--- config.mk ---
export PLATFORM = sky130hd
export DESIGN_NAME = sync_fifo_flex
export DESIGN_NICKNAME = d
export VERILOG_FILES = /design/src/rtl/sync_fifo_flex.sv
export SDC_FILE = /design/constraint.sdc
export NUM_CORES = 1
export LEC_CHECK = 0
export BUFFER_PORTS_ARGS = -buffer_cell sky130_fd_sc_hd__buf_2
export CORE_AREA = 3 3 151 124
export CTS_BUF_LIST = sky130_fd_sc_hd__clkbuf_4 sky130_fd_sc_hd__clkbuf_8 sky130_fd_sc_hd__clkbuf_16
export DETAILED_ROUTE_END_ITERATION = 8
export DIE_AREA = 0 0 154 127
export SYNTH_ARGS = -nofsm -noshare
export SYNTH_HDL_FRONTEND = slang
export SYNTH_SLANG_ARGS = --single-unit
--- constraint.sdc ---
create_clock -name clk -period 5.28 [get_ports clk]
set_input_delay 1.056 -clock clk [delete_from_list [all_inputs] [get_ports clk]]
set_output_delay 1.056 -clock clk [all_outputs]
set_load 0.005 [all_outputs]
--- src/rtl/sync_fifo_flex.sv ---
// Single-clock FIFO with wrap-bit pointers, threshold flags, registered error
// pulses and a choice of registered or first-word-fall-through read data.
module sync_fifo_flex #(
  parameter int WIDTH    = 8,
  parameter int DEPTH    = 16,
  parameter int AF_LEVEL = DEPTH - 2,
  parameter int AE_LEVEL = 2,
  parameter int FWFT     = 0
) (
  input  logic                     clk,
  input  logic                     rst,
  input  logic                     wr_en,
  input  logic [WIDTH-1:0]         wdata,
  input  logic                     rd_en,
  output logic [WIDTH-1:0]         rdata,
  output logic                     full,
  output logic                     empty,
  output logic                     almost_full,
  output logic                     almost_empty,
  output logic [$clog2(DEPTH):0]   count,
  output logic                     wr_err,
  output logic                     rd_err
);

  localparam int AW = $clog2(DEPTH);
  localparam int PW = AW + 1;

  logic [PW-1:0]    wr_ptr_q, wr_ptr_d;
  logic [PW-1:0]    rd_ptr_q, rd_ptr_d;
  logic             wr_err_q, wr_err_d;
  logic             rd_err_q, rd_err_d;
  logic             wr_accept, rd_accept;
  logic [WIDTH-1:0] mem [DEPTH];

  // Flags come only from registered pointers, so acceptance is judged on
  // the state that existed before the edge.
  always_comb begin
    count        = wr_ptr_q - rd_ptr_q;
    empty        = (count == '0);
    full         = (count == PW'(DEPTH));
    almost_full  = (count >= PW'(AF_LEVEL));
    almost_empty = (count <= PW'(AE_LEVEL));
    wr_accept    = wr_en && !full && !rst;
    rd_accept    = rd_en && !empty && !rst;
    wr_ptr_d     = wr_ptr_q + PW'(wr_accept);
    rd_ptr_d     = rd_ptr_q + PW'(rd_accept);
    wr_err_d     = wr_en && full;
    rd_err_d     = rd_en && empty;
  end

  always_ff @(posedge clk) begin
    if (rst) begin
      wr_ptr_q <= '0;
      rd_ptr_q <= '0;
      wr_err_q <= 1'b0;
      rd_err_q <= 1'b0;
    end else begin
      wr_ptr_q <= wr_ptr_d;
      rd_ptr_q <= rd_ptr_d;
      wr_err_q <= wr_err_d;
      rd_err_q <= rd_err_d;
    end
  end

  // Storage is deliberately left out of reset.
  always_ff @(posedge clk) begin
    if (wr_accept) mem[wr_ptr_q[AW-1:0]] <= wdata;
  end

  assign wr_err = wr_err_q;
  assign rd_err = rd_err_q;

  if (FWFT != 0) begin : g_fwft
    assign rdata = mem[rd_ptr_q[AW-1:0]];
  end else begin : g_std
    logic [WIDTH-1:0] rdata_q, rdata_d;

    always_comb begin
      rdata_d = rdata_q;
      if (rd_accept) rdata_d = mem[rd_ptr_q[AW-1:0]];
    end

    always_ff @(posedge clk) begin
      if (rst) rdata_q <= '0;
      else     rdata_q <= rdata_d;
    end

    assign rdata = rdata_q;
  end

endmodule

==> summary.md, run 1 <==
| Metric | Value |
|---|---|
| Setup TNS | `0 ns` |
| Largest net degree at the start of global routing | `34` |
| PnR worst setup slack | `1.53 ns` |
| HPWL Detailed | `8370 um` |
| Final setup fails | `0` |
| Crit path kind | `reg -> out` |
| Die ar. | `19600 sq um` |
| Setup bufs post-CTS | `0` |
| Final Hold Fails | `0` |
| Final wirelength | `12800 um` |
| Initial antenna violation count | `0` |
| Critical Path AT | `2.70 ns` |
| Synth area leaders | `edfxtp_1, mux4_2, dfxtp_1` |
| Post-synth EDFFs | `~130` |
| Dpl cells | `591` |
| Post-route insts no fill | `between 600 and 700` |
| Required @ worst endpoint | `4.22 ns` |
| Post_cts resized | `0` |
| Asr flop ratio synth | `0` |
| R2R Setup Slk | `1.61 ns` |
| Most frequent cell after synthesis | `edfxtp_1` |
| Layout Nets | `406` |
| Max Slew Vio Count | `0` |
| Clk_lat worst skew | `0.41 ns` |
| Die width | `154 um` |
| RR Startpoint | `wr_ptr_q[0]$_SDFF_PP0_` |
| Status | `completed` |
| Global Route Usage Sum | `0.136` |
| Gate Count Post-Synth | `roughly 340` |
| Hold Crit Class | `reg -> reg` |
| Worst-Margin Slew | `between 1 and 1.5 ns` |
| Maximum clock path buffer count | `2` |
| RSZ-0062 raised after global routing | `no` |
| Final Power | `3.09 mW` |
| Syn nets | `363` |
| Starting Density | `0.350` |
| Ports | `31` |
| Switch Pwr | `768 uW` |
| Syn-to-layout area delta | `17.7%` |
| Max Cap Viol | `0` |
| Vias in the first global route | `3263` |
| DR iter-0 viols | `287` |
| Power per cell area | `between 400 and 500 nW/um^2` |
| Buffers on Ports | `30` |
| Final instance area | `7110 sq um` |
| Max transition margin | `0.0850` |
| Hold-fix buffers at CTS | `0` |
| Number of core rows | `43` |
| Max Fclk | `approximately 270 MHz` |
| Avg Cell Area, Syn | `17.7 sq um` |
| Drt via density | `5.33` |
| Cell Area, Placed | `6480 sq um` |
| Per-cell routed wire length | `around 21 um` |
| Core area | `about 17000 sq um` |
| Switching part of the total | `0.248` |
| Grt ovf | `0` |
| CTS tree | `done` |
| Reg clk slew, reported paths | `0.06 ns` |
| Placer Congestion | `~0.81` |
| Cell variety after synth | `41` |
| Largest area contributor in the netlist | `edfxtp_1` |
| H-Tree Level Count | `4` |
| Setup WS pre-CTS | `1.62 ns` |
| Post-synthesis register bit count | `around 150` |
| DRT Pass-1 Iters | `5` |
| Post-synthesis sequential area ratio | `0.703` |
| Hold depth | `2` |
| Flop pwr share | `0.428` |
| Detail Route Antenna Nets | `0` |
| Top-area cell type share of the netlist area | `0.636` |
| Synth warn | `0` |
| Post-Syn Area | `6040 sq um` |
| Worst Hold End | `rdata[1]$_SDFFE_PP0P_` |
| Worst reg2reg path depth | `7` |
| Root Driver | `clkbuf_16` |
| Worst IR Drop VDD | `0.223 mV` |
| Crit path time final | `3.75 ns` |
| Ant. Diodes | `0` |
| First-pass GRT wire length | `19900 um` |
| Routed via count | `3322` |
| Dominant synthesized flop cell | `edfxtp_1` |
| Remaining DRCs | `0` |
| Final Cycle Share | `0.711` |
| Setup crit start kind | `flop` |
| Worst Min Path Start | `rdata[1]$_SDFFE_PP0P_` |
| Clock share of power | `0.408` |
| Layout cells sized above 1 | `0.314` |
| TritonCTS buffer count | `17` |
| Worst r2r dst | `mem[14][7]$_DFFE_PP_` |
| Static Leak | `2.33 nW` |
| Gate power share | `0.164` |
| Critical Path Sink Type | `output port` |
| Post-synth top cells | `edfxtp_1, mux4_2, dfxtp_1, o22ai_1, nor2_1` |
| Die Ht | `between 100 and 150 um` |
| Crit path max fanout | `12` |
| Sinks on Clock Net | `between 100 and 150` |
| Int Power | `2.33 mW` |
| Final Skew | `about 0.012 ns` |
[cells in the final DEF, fill, tap and decap left out, types with 3 or more instances in the layout]
| master | netlist | layout |
|---|---|---|
| xor2_1 | 4 | 4 |
| a21oi_1 | 9 | 9 |
| buf_4 | 3 | 15 |
| o22ai_1 | 16 | 16 |
| clkbuf_16 | 0 | 17 |
| bufinv_16 | 0 | 4 |
| nor3_1 | 6 | 5 |
| buf_2 | 6 | 30 |
| nor4_2 | 3 | 3 |
| nor4_1 | 7 | 7 |
| clkinv_2 | 0 | 3 |
| nand3_1 | 6 | 6 |
| nor3_2 | 2 | 3 |
| nor2b_1 | 4 | 4 |
| xnor2_1 | 4 | 4 |
| inv_1 | 10 | 10 |
| o311ai_1 | 8 | 8 |
| dfxtp_1 | 20 | 19 |
| nor2_1 | 15 | 15 |
| edfxtp_1 | 128 | 128 |
| mux4_2 | 32 | 32 |
| o2111ai_1 | 8 | 8 |
| nand2b_1 | 4 | 4 |
| ha_1 | 8 | 8 |
| nand2_1 | 7 | 7 |
[critical path, stage by stage (launching register included)]
cell,delay (ns)
dfxtp_1,0.45
inv_1,0.15
ha_1,0.23
inv_1,0.06
fa_1,0.47
or3_4,0.51
nor3_2,0.26
buf_2,0.16
[layout make-up]
class | instances | area, sq um
timing repair buffer | 45 | 263
inverter | 12 | 45.0
multi-input combinational | 161 | 1650
sequential | 148 | 4250
clock buffer | 19 | 440
clock inverter | 13 | 180
fill | 1530 | 10200
tap | 225 | 282
[through the flow]
step	hold slack [ns]	util
floorplan	0.476	-
global placement	0.476	0.375
detailed placement	0.478	0.375
CTS	0.487	0.411
global route	0.511	0.411
finish	0.485	0.411
[power by group through the flow]
stage	Sequential (mW)	Combinational [mW]	Clock (mW)
after global routing	1.33	0.554	1.34
after floorplan	1.35	0.362	0
after detailed placement	1.35	0.513	0
after CTS	1.32	0.515	1.28
after global placement	1.35	0.504	0
final	1.32	0.508	1.26
[sequential cells by signal, indices dropped and copies added (netlist names)]
signal / cells
mem: 128
rd_err: 1
rd_ptr_q: 5
rdata: 8
wr_err: 1
wr_ptr_q: 5
[cells by family after synthesis]
logic type / synth area share
and+or+nand+nor: 0.0605
muxes: 0.119
adders and majority gates: 0.0199
buffers and inverters: 0.0249
xor gates and xnor gates: 0.0143
AOI/OAI and AO/OA: 0.0584
DFF: 0.703
[worst max path at each step]
stage                     slack (ns)  cells after the start              startpoint                   end
after floorplan                 2.01                      8  rd_ptr_q[1]$_SDFF_PP0_                  full
after global placement          1.75                      7  wr_ptr_q[0]$_SDFF_PP0_  mem[14][2]$_DFFE_PP_
after detailed placement        1.62                      7  wr_ptr_q[0]$_SDFF_PP0_  mem[15][2]$_DFFE_PP_
after CTS                       1.53                     10  wr_ptr_q[0]$_SDFF_PP0_          almost_empty
after global routing            1.34                     10  wr_ptr_q[0]$_SDFF_PP0_          almost_empty
final                           1.53                      7  wr_ptr_q[0]$_SDFF_PP0_                 empty
[routing by layer]
layer,GRT usage,up-vias,wire [um]
met5,0,-,0
met4,0.0312,0,98
met3,0.0362,12,754
met2,0.201,110,5840
met1,0.202,1724,6160
li1,-,1476,-
Note: power is estimated with default switching activity, not from simulation.
==> run 2, diff against run 1 <==
- clock period: 5.28 -> 3.5 ns (I/O delays scaled with it)
==> run 2 against run 1 <==
Final area rose by 1.5%. Largest power group unchanged. Core utilization rose by 0.64 points. Global-route usage rose by 0.24 points. Critical endpoint unchanged. Wire length is 0.30% higher. Largest cell class unchanged. First-iteration DRC count decreased by 0.35%.
==> summary.md, run 2 (synthesis results as in run 1) <==
| Metric | Value |
|---|---|
| Status | `completed` |
| First-pass GRT wire length | `20400 um` |
| DR iter-0 viols | `286` |
| Most common cell after layout, fill and taps aside | `edfxtp_1` |
| Max FFs per register | `128` |
| Grt ovf | `0` |
| RSZ-0062 raised after global routing | `no` |
| Final Skew | `about 0.013 ns` |
| Buffers on Ports | `30` |
| Most Frequent Cell on Critical Path | `inv_1` |
| Starting Density | `0.350` |
| Ant. Diodes | `0` |
| Worst r2r dst | `mem[1][0]$_DFFE_PP_` |
| Critical Path AT | `~2.7 ns` |
| Fill cell count | `1516` |
| CTS tree | `done` |
| Static Leak | `about 2.4 nW` |
| Reg clk slew, reported paths | `0.07 ns` |
| Cell Area, Placed | `6560 sq um` |
| Crit path max fanout | `11` |
| Vias in the first global route | `3383` |
| RR Startpoint | `wr_ptr_q[0]$_SDFF_PP0_` |
| Die ar. | `roughly 20000 sq um` |
| Layout Nets | `416` |
| TritonCTS buffer count | `17` |
| Setup crit start kind | `flop` |
| Maximum clock path buffer count | `2` |
| Final setup fails | `0` |
| Layout cells sized above 1 | `0.338` |
| Routed via count | `3342` |
| Worst Hold End | `rdata[0]$_SDFFE_PP0P_` |
| Detail Route Antenna Nets | `0` |
| Drt via density | `5.28` |
| Hold depth | `2` |
| Hold Crit Class | `reg -> reg` |
| Die width | `154 um` |
| Crit path time final | `3.35 ns` |
| Die Ht | `127 um` |
| Worst-Margin Slew | `1.07 ns` |
| Final wirelength | `12900 um` |
| DRT Pass-1 Iters | `4` |
| Max transition margin | `0.279` |
| Placer Congestion | `0.827` |
| Required @ worst endpoint | `2.80 ns` |
| Setup TNS | `0 ns` |
| Max Slew Vio Count | `0` |
| PnR worst setup slack | `0.148 ns` |
| Crit path from | `wr_ptr_q[0]$_SDFF_PP0_` |
| Max Fclk | `298 MHz` |
| Max Cap Viol | `0` |
| Core area | `17300 sq um` |
| Per-cell routed wire length | `20.4 um` |
| Commonest cells after routing, fill and taps aside | `edfxtp_1, mux4_2, buf_2, buf_4, dfxtp_1` |
| Worst Min Path Start | `rdata[0]$_SDFFE_PP0P_` |
| Hold-fix buffers at CTS | `0` |
| HPWL Detailed | `8750 um` |
| Final instance area | `7220 sq um` |
| Global Route Usage Sum | `0.138` |
| Worst reg2reg path depth | `10` |
| H-Tree Level Count | `4` |
| Largest net degree at the start of global routing | `34` |
| Remaining DRCs | `0` |
| Power per cell area | `654 nW/um^2` |
| Clk_lat worst skew | `0.42 ns` |
| Ports | `31` |
| Final Hold Fails | `0` |
| Initial antenna violation count | `0` |
| Worst IR Drop VDD | `0.312 mV` |
| Slowest CP cell | `fa_2` |
| Critical Path Sink Type | `output port` |
| Final Cycle Share | `0.958` |
| Crit path cell chain | `inv_1 -> ha_1 -> inv_1 -> fa_2 -> or3_4 -> buf_4 -> nor3_4 -> buf_2` |
| Crit path kind | `reg -> out` |
| Root Driver | `clkbuf_16` |
| Number of core rows | `43` |
| Sinks on Clock Net | `between 100 and 150` |
| Syn-to-layout area delta | `19.5%` |
| Critical path's largest stage delay | `0.47 ns` |
| Setup WS pre-CTS | `0.230 ns` |
| R2R Setup Slk | `roughly 0.22 ns` |
==> run 2: changes by cell type in the layout (fill, tap and decap cells not counted), sizes merged <==
cell,delta
bufinv,-1
buf,+10
clkbuf,-2
clkinv,-4
inv,+8
clkinvlp,-1
==> run 2: how the worst max path moves through the flow <==
stage                             endpoint  cells past startpoint  slack (ns)
floorplan           wr_ptr_q[4]$_SDFF_PP0_                     14        0.28
global placement       mem[0][5]$_DFFE_PP_                     10        0.33
detailed placement     mem[0][6]$_DFFE_PP_                     11        0.23
CTS                                  empty                      8        0.02
global route                         empty                      8        0.01
finish                               empty                      8        0.15
==> run 2: report_power, final <==
group | internal, mW | leakage (nW) | switching (mW) | total [mW]
combinational | 0.368 | 0.776 | 0.439 | 0.807
sequential | 1.97 | 1.32 | 0.0241 | 1.99
clock | 1.16 | 0.308 | 0.764 | 1.92
==> run 2: layout make-up <==
| type | count | area (sq um) | area share |
|---|---|---|---|
| Clock buffer | 17 | 425 | 0.0590 |
| Clock inverter | 15 | 204 | 0.0283 |
| Inverter | 12 | 47.5 | 0.00659 |
| Multi-Input combinational cell | 161 | 1660 | 0.230 |
| Sequential cell | 148 | 4250 | 0.589 |
| Tap cell | 225 | 282 | 0.0390 |
| Timing Repair Buffer | 55 | 350 | 0.0486 |
==> run 2: stage by stage <==
step	hold slack, ns	instances	utilization	power (mW)
after floorplan	0.476	342	-	2.58
after global placement	0.476	600	0.380	2.80
after detailed placement	0.473	600	0.380	2.81
after CTS	0.482	632	0.416	4.73
after global routing	0.505	633	0.418	4.92
final	0.480	633	0.418	4.72
==> run 2: per-layer routing <==
| layer | up-vias | wire, um | global-route usage |
|---|---|---|---|
| li1 | 1509 | - | - |
| met1 | 1708 | 6070 | 0.204 |
| met2 | 113 | 5880 | 0.203 |
| met3 | 12 | 823 | 0.0379 |
| met4 | 0 | 116 | 0.0374 |
| met5 | - | 0 | 0 |
==> run 2: worst max-delay path, delay by kind of cell, from the launching register on <==
family / cells / cell delay, ns
flip-flops: 1 / 0.39
adder cells (fa/ha/maj): 2 / 0.69
AND/OR/NAND/NOR: 2 / 0.63
buffers and inverters: 4 / 0.52
==> run 2: timing repair <==
action                                 4_1_cts  5_1_grt
setup buffers                                0        1
gates resized for setup                      0        5
setup endpoints to repair                    0       18
endpoints found under the hold margin        0        0
